`src/rtl/frame_pkg.sv`:
```
// Shared types for the head/body/tail framed byte bus: beat kinds, error codes, receiver states.
package frame_pkg;

    typedef enum logic [1:0] {
        IDLE = 2'd0,
        HEAD = 2'd1,
        BODY = 2'd2,
        TAIL = 2'd3
    } kind_t;

    typedef enum logic [1:0] {
        NONE         = 2'd0,
        BAD_LEN      = 2'd1,
        LEN_MISMATCH = 2'd2,
        CSUM         = 2'd3
    } err_t;

    typedef enum logic [1:0] {
        S_IDLE,
        S_BODY,
        S_DISCARD
    } state_t;

endpackage

```
`src/rtl/frame_fifo.sv`:
```
// Synchronous payload FIFO; pointers carry an extra wrap bit so full and empty are distinct.
module frame_fifo #(
    parameter int W     = 9,
    parameter int DEPTH = 4
) (
    input  logic         clk,
    input  logic         rst_n,
    input  logic         push,
    input  logic [W-1:0] push_data,
    input  logic         pop,
    output logic [W-1:0] pop_data,
    output logic         full,
    output logic         empty
);

    localparam int AW = $clog2(DEPTH);

    logic [W-1:0] mem [DEPTH];
    logic [AW:0]  wr_ptr;
    logic [AW:0]  rd_ptr;

    assign empty    = (wr_ptr == rd_ptr);
    assign full     = (wr_ptr[AW] != rd_ptr[AW]) && (wr_ptr[AW-1:0] == rd_ptr[AW-1:0]);
    assign pop_data = mem[rd_ptr[AW-1:0]];

    always_ff @(posedge clk) begin
        if (push && !full)
            mem[wr_ptr[AW-1:0]] <= push_data;
    end

    always_ff @(posedge clk or negedge rst_n) begin
        if (!rst_n) begin
            wr_ptr <= '0;
            rd_ptr <= '0;
        end else begin
            if (push && !full)
                wr_ptr <= wr_ptr + 1'b1;
            if (pop && !empty)
                rd_ptr <= rd_ptr + 1'b1;
        end
    end

endmodule

```
`src/rtl/frame_rx.sv`:
```
// Receive framer: checks HEAD length and TAIL checksum, forwards body words through frame_fifo.
// Define FRAME_RX_CSUM_EN to compare TAIL data against the XOR of the accepted body words.
module frame_rx
    import frame_pkg::*;
#(
    parameter int DATA_W     = 8,
    parameter int MAX_LEN    = 16,
    parameter int FIFO_DEPTH = 4
) (
    input  logic              clk,
    input  logic              rst_n,
    input  logic              in_valid,
    input  logic [1:0]        in_kind,
    input  logic [DATA_W-1:0] in_data,
    output logic              in_ready,
    output logic              out_valid,
    output logic [DATA_W-1:0] out_data,
    output logic              out_last,
    input  logic              out_ready,
    output logic              frame_done,
    output logic              frame_err,
    output logic [1:0]        err_code
);

    localparam int CW = $clog2(MAX_LEN + 1);

    state_t          state;
    kind_t           kind;
    logic [CW-1:0]   len;
    logic [CW-1:0]   count;
    logic [CW-1:0]   count_inc;
    logic            overrun;
    logic            done_q;
    logic            err_q;
    err_t            code_q;
`ifdef FRAME_RX_CSUM_EN
    logic [DATA_W-1:0] csum;
`endif

    logic            accept;
    logic            good_len;
    logic            push;
    logic [DATA_W:0] push_word;
    logic [DATA_W:0] pop_word;
    logic            fifo_full;
    logic            fifo_empty;

    assign kind      = kind_t'(in_kind);
    assign in_ready  = (state != S_BODY) || !fifo_full;
    assign accept    = in_valid && in_ready;
    assign good_len  = (in_data != '0) && (in_data <= DATA_W'(MAX_LEN));
    assign count_inc = count + CW'(1);

    always_comb begin
        push      = 1'b0;
        push_word = {(count_inc == len), in_data};
        if (accept && state == S_BODY && kind == BODY && count < len)
            push = 1'b1;
    end

    frame_fifo #(
        .W     (DATA_W + 1),
        .DEPTH (FIFO_DEPTH)
    ) u_fifo (
        .clk       (clk),
        .rst_n     (rst_n),
        .push      (push),
        .push_data (push_word),
        .pop       (out_ready),
        .pop_data  (pop_word),
        .full      (fifo_full),
        .empty     (fifo_empty)
    );

    // Gate the raw memory read so outputs are zero whenever nothing is queued.
    assign out_valid  = !fifo_empty;
    assign out_data   = fifo_empty ? '0 : pop_word[DATA_W-1:0];
    assign out_last   = !fifo_empty && pop_word[DATA_W];
    assign frame_done = done_q;
    assign frame_err  = err_q;
    assign err_code   = code_q;

    always_ff @(posedge clk or negedge rst_n) begin
        if (!rst_n) begin
            state   <= S_IDLE;
            len     <= '0;
            count   <= '0;
            overrun <= 1'b0;
            done_q  <= 1'b0;
            err_q   <= 1'b0;
            code_q  <= NONE;
`ifdef FRAME_RX_CSUM_EN
            csum    <= '0;
`endif
        end else begin
            done_q <= 1'b0;
            err_q  <= 1'b0;
            code_q <= NONE;
            if (accept) begin
                unique case (state)
                    S_IDLE: begin
                        if (kind == HEAD) begin
                            if (good_len) begin
                                len     <= CW'(in_data);
                                count   <= '0;
                                overrun <= 1'b0;
`ifdef FRAME_RX_CSUM_EN
                                csum    <= '0;
`endif
                                state   <= S_BODY;
                            end else begin
                                err_q  <= 1'b1;
                                code_q <= BAD_LEN;
                                state  <= S_DISCARD;
                            end
                        end
                    end
                    S_BODY: begin
                        case (kind)
                            BODY: begin
                                if (count < len) begin
                                    count <= count_inc;
`ifdef FRAME_RX_CSUM_EN
                                    csum  <= csum ^ in_data;
`endif
                                end else begin
                                    overrun <= 1'b1;
                                end
                            end
                            TAIL: begin
                                if (count != len || overrun) begin
                                    err_q  <= 1'b1;
                                    code_q <= LEN_MISMATCH;
                                end
`ifdef FRAME_RX_CSUM_EN
                                else if (csum != in_data) begin
                                    err_q  <= 1'b1;
                                    code_q <= CSUM;
                                end
`endif
                                else begin
                                    done_q <= 1'b1;
                                end
                                state <= S_IDLE;
                            end
                            HEAD: begin
                                // The abort pulse takes the single pulse slot; a bad new
                                // length still routes the new frame to S_DISCARD.
                                err_q  <= 1'b1;
                                code_q <= LEN_MISMATCH;
                                if (good_len) begin
                                    len     <= CW'(in_data);
                                    count   <= '0;
                                    overrun <= 1'b0;
`ifdef FRAME_RX_CSUM_EN
                                    csum    <= '0;
`endif
                                    state   <= S_BODY;
                                end else begin
                                    state <= S_DISCARD;
                                end
                            end
                            default: ;
                        endcase
                    end
                    S_DISCARD: begin
                        if (kind == TAIL)
                            state <= S_IDLE;
                    end
                    default: state <= S_IDLE;
                endcase
            end
        end
    end

endmodule

```
`config.mk`:
```
export PLATFORM = sky130hd
export DESIGN_NAME = frame_rx
export DESIGN_NICKNAME = d
export VERILOG_FILES = /design/src/rtl/frame_pkg.sv /design/src/rtl/frame_fifo.sv /design/src/rtl/frame_rx.sv
export SDC_FILE = /design/constraint.sdc
export NUM_CORES = 1
export LEC_CHECK = 0
export ABC_CLOCK_PERIOD_IN_PS = 3400
export CORE_AREA = 4 4 60 116
export CTS_BUF_LIST = sky130_fd_sc_hd__clkbuf_16
export CTS_CLUSTER_SIZE = 40
export DETAILED_ROUTE_END_ITERATION = 6
export DIE_AREA = 0 0 64 120
export DONT_BUFFER_PORTS = 1
export PLACE_DENSITY = 0.63
export REMOVE_ABC_BUFFERS = 1
export SYNTH_ARGS = -nofsm -noshare
export SYNTH_HDL_FRONTEND = slang
export SYNTH_HIERARCHICAL = 1
export SYNTH_SLANG_ARGS = --single-unit
export TNS_END_PERCENT = 100
```
`constraint.sdc`:
```
create_clock -name clk -period 3.4 [get_ports clk]
set_input_delay 0.68 -clock clk [delete_from_list [all_inputs] [get_ports clk]]
set_output_delay 0.68 -clock clk [all_outputs]
set_load 0.02 [all_outputs]
```
==> flow_summary.yaml <==
cts:
  postCtsSetupBuffers: 0
  clkLatencyLatePin_ps: 330
  cts_tree: "built"
  cts.repair.resized: 0
  clock_path_buffers: 2
  ctsHoldBuffers: 0
  clock_sinks: 59
  path_clk_slew_ps: 50
  cts_root_buf: "clkbuf_16"
  cts_buffers: 9
  htreeDepth: 3
timing:
  rsz0062_at_grt: "false"
  setup_tns_ps: 0
  slew_headroom: 0.493
  hold_viol_final: 0
  finClkSkew_ps: 4.29
  period_share: 0.789
  period_minus_slack_ps: 2680
  setup_viol: 0
  max_freq_ghz: 0.373
  worstMarginPinSlew_ps: 759
  fin_ws_ps: 717
  final_max_slew_viol_count: 0
run_status:
  status: "finished, final reports clean"
logic_synthesis:
  yosys.area.top_type: "edfxtp_1"
  syn_area_sq_mm: 0.00291
  synth_fa_ha_area_frac: 0.0473
  synth_compound_area_frac: 0.0908
  yosysSeqAreaShare: 0.570
  synth-edff-count: 36
  synthMuxAreaShare: 0.0839
  avgSynthCellArea_sq_um: 13.8
  synthCells: 211
  ys_ff_latch: 59
  synth_xor_area_frac: 0.0529
  synth_cell_types: 52
  async_reset_ff_frac: 0.390
  synth-warning-count: 6
  synth_simple_gate_area_frac: 0.132
  synth.area.top_cells: "edfxtp_1, dfrtp_1, mux4_2"
  synthFlopType: "edfxtp_1"
  synth_top_family_by_area: "simple AND/OR/NAND/NOR gates"
  synth.top_cell.area_share: 0.372
route:
  wl_um: 5580
  vias: 1718
  drc: 0
  dr.pass1.iters: 6
  dr.first_iter.drc_count: 64
  wl_per_cell_um: 17.9
  via_per_inst: 5.52
  drtAntennaViolNets: 0
floorplanning:
  rows: 40
  dieArea_sq_mm: 0.00768
  fp.dieW_um: 64
  ioPinCount: 29
  core_area_sq_mm: 0.00606
  initial_utilization: 0.480
  fp.dieH_um: 120
placement:
  io_buffers: 0
  routabilityCongestion: 0.782
  dp_hpwl_um: 4140
  pre_cts_ws_ps: 673
critical_path:
  cp.arrival_ps: 2650
  cp-start-kind: "flop"
  critical_path_required_ps: 3360
  path_max_fanout: 9
  crit_type: "reg -> reg"
  ff2ff_path_depth: 9
  reg2reg_from: "u_fifo/wr_ptr[0]$_DFFE_PN0P_"
  startpoint: "u_fifo/wr_ptr[0]$_DFFE_PN0P_"
  crit_path_end_kind: "flop"
layout:
  syn_to_final_growth_pct: 14.1
  fill_cells: 507
  drive_above_1_share: 0.198
  antennaDiodeCount: 0
  nets: 247
pwr:
  power_density_mw_per_mm2: 669
  vdd_drop_max_mv: 0.371
  p_leak_nw: 1.30
global_route:
  grtUsageTotal: 0.163
  antenna_found_initial: 0
  grt_start_max_net_pins: 24
  grt_pass1_wl_um: 9160
  grt_pass1_vias: 1872
  grt-ovfl-total: 0
flow_run:
  cap_violations: 0
min_path:
  hold_path_class: "in -> async"
-- layout by cell type, fill, tap and decap left out, types with 3 or more instances in the layout --
cell type / synthesis / routed
nand2_1: 15 / 15
nor2_1: 4 / 4
nand3_1: 7 / 7
edfxtp_1: 36 / 36
xnor2_1: 6 / 6
o21ai_1: 7 / 7
and2_1: 3 / 3
nand2b_1: 3 / 3
dfrtp_1: 23 / 23
buf_4: 2 / 3
ha_1: 11 / 11
nor2b_1: 13 / 13
inv_1: 12 / 12
clkinv_4: 0 / 3
mux4_2: 9 / 9
clkbuf_16: 0 / 9
xor2_1: 6 / 6
a21oi_1: 5 / 5
-- critical path, cell delays in order, from the launching register on --
cell and delay [ps]:
dfrtp_1 470, xnor2_2 260, nand3_1 130, inv_1 110
nand2_1 260, nand2_1 100, nor2_1 210, inv_1 80
a31oi_2 220, and2_1 480
-- through the flow --
step	instances	hold WS, ps	total power [mW]	utilization	area (sq um)
5_1_grt	311	26.7	2.33	0.548	3320
3_3_place_gp	295	385	1.35	0.498	3020
2_1_floorplan	208	384	1.25	-	2890
3_5_place_dp	295	385	1.35	0.498	3020
4_1_cts	311	30.4	2.26	0.548	3320
6_report	311	46.4	2.22	0.548	3320
-- kinds of logic after synthesis --
| family | after synthesis |
|---|---|
| xor gates and xnor gates | 15 |
| adders and majority gates | 11 |
| muxes | 12 |
| AOI/OAI and AO/OA | 35 |
| and+or+nand+nor | 63 |
| buffers and inverters | 16 |
| DFF | 59 |
-- power breakdown --
| part | internal, mW | switching [mW] |
|---|---|---|
| Clock | 0.570 | 0.322 |
| Combinational | 0.202 | 0.305 |
| Sequential | 0.792 | 0.0303 |
| Total | 1.56 | 0.657 |
-- layout make-up --
class                   count  area [sq um]  area share
multi-input cells         136          1180       0.356
repair buffers              3          22.5     0.00679
clock inverters             7          77.6      0.0234
flip-flops and latches     59          1660       0.499
clock buffers               9           225      0.0679
well taps                  84           105      0.0317
inverters                  13          48.8      0.0147
-- state kept, by name (all words and copies together), names as in the netlist --
signal and flops:
len 5, frame_done 1, u_fifo/mem 36, state 2
count 5, err_code 2, frame_err 1, overrun 1
u_fifo/rd_ptr 3, u_fifo/wr_ptr 3
-- synthesized netlist by cell type (3+ instances only) --
cell / count
nand3_1: 7
nor2_1: 4
nand2_1: 15
ha_1: 11
nand2b_1: 3
xnor2_1: 6
nor2b_1: 13
and2_1: 3
inv_1: 12
edfxtp_1: 36
mux4_2: 9
o21ai_1: 7
a21oi_1: 5
xor2_1: 6
dfrtp_1: 23
-- layer usage --
| layer | global-route usage | vias to the layer above | part of all wire |
|---|---|---|---|
| met3 | 0.0478 | 14 | 0.047 |
| met4 | 0.103 | 0 | 0.033 |
| met2 | 0.286 | 53 | 0.56 |
| li1 | - | 810 | - |
| met5 | 0 | - | 0 |
| met1 | 0.161 | 841 | 0.36 |
-- final timing paths --
check                                              to  slack [ps]
min in group clk                 state[1]$_DFFE_PN0P_         440
max in group asynchronous          len[4]$_DFFE_PN0P_        3270
setup / recovery           u_fifo/mem[2][3]$_DFFE_PP_         720
hold reg to reg                    len[0]$_DFFE_PN0P_         510
setup reg to reg           u_fifo/mem[2][3]$_DFFE_PP_         720
hold / removal                   count[2]$_DFFE_PN0P_          50
No activity file was read; power rests on OpenSTA's default activity.
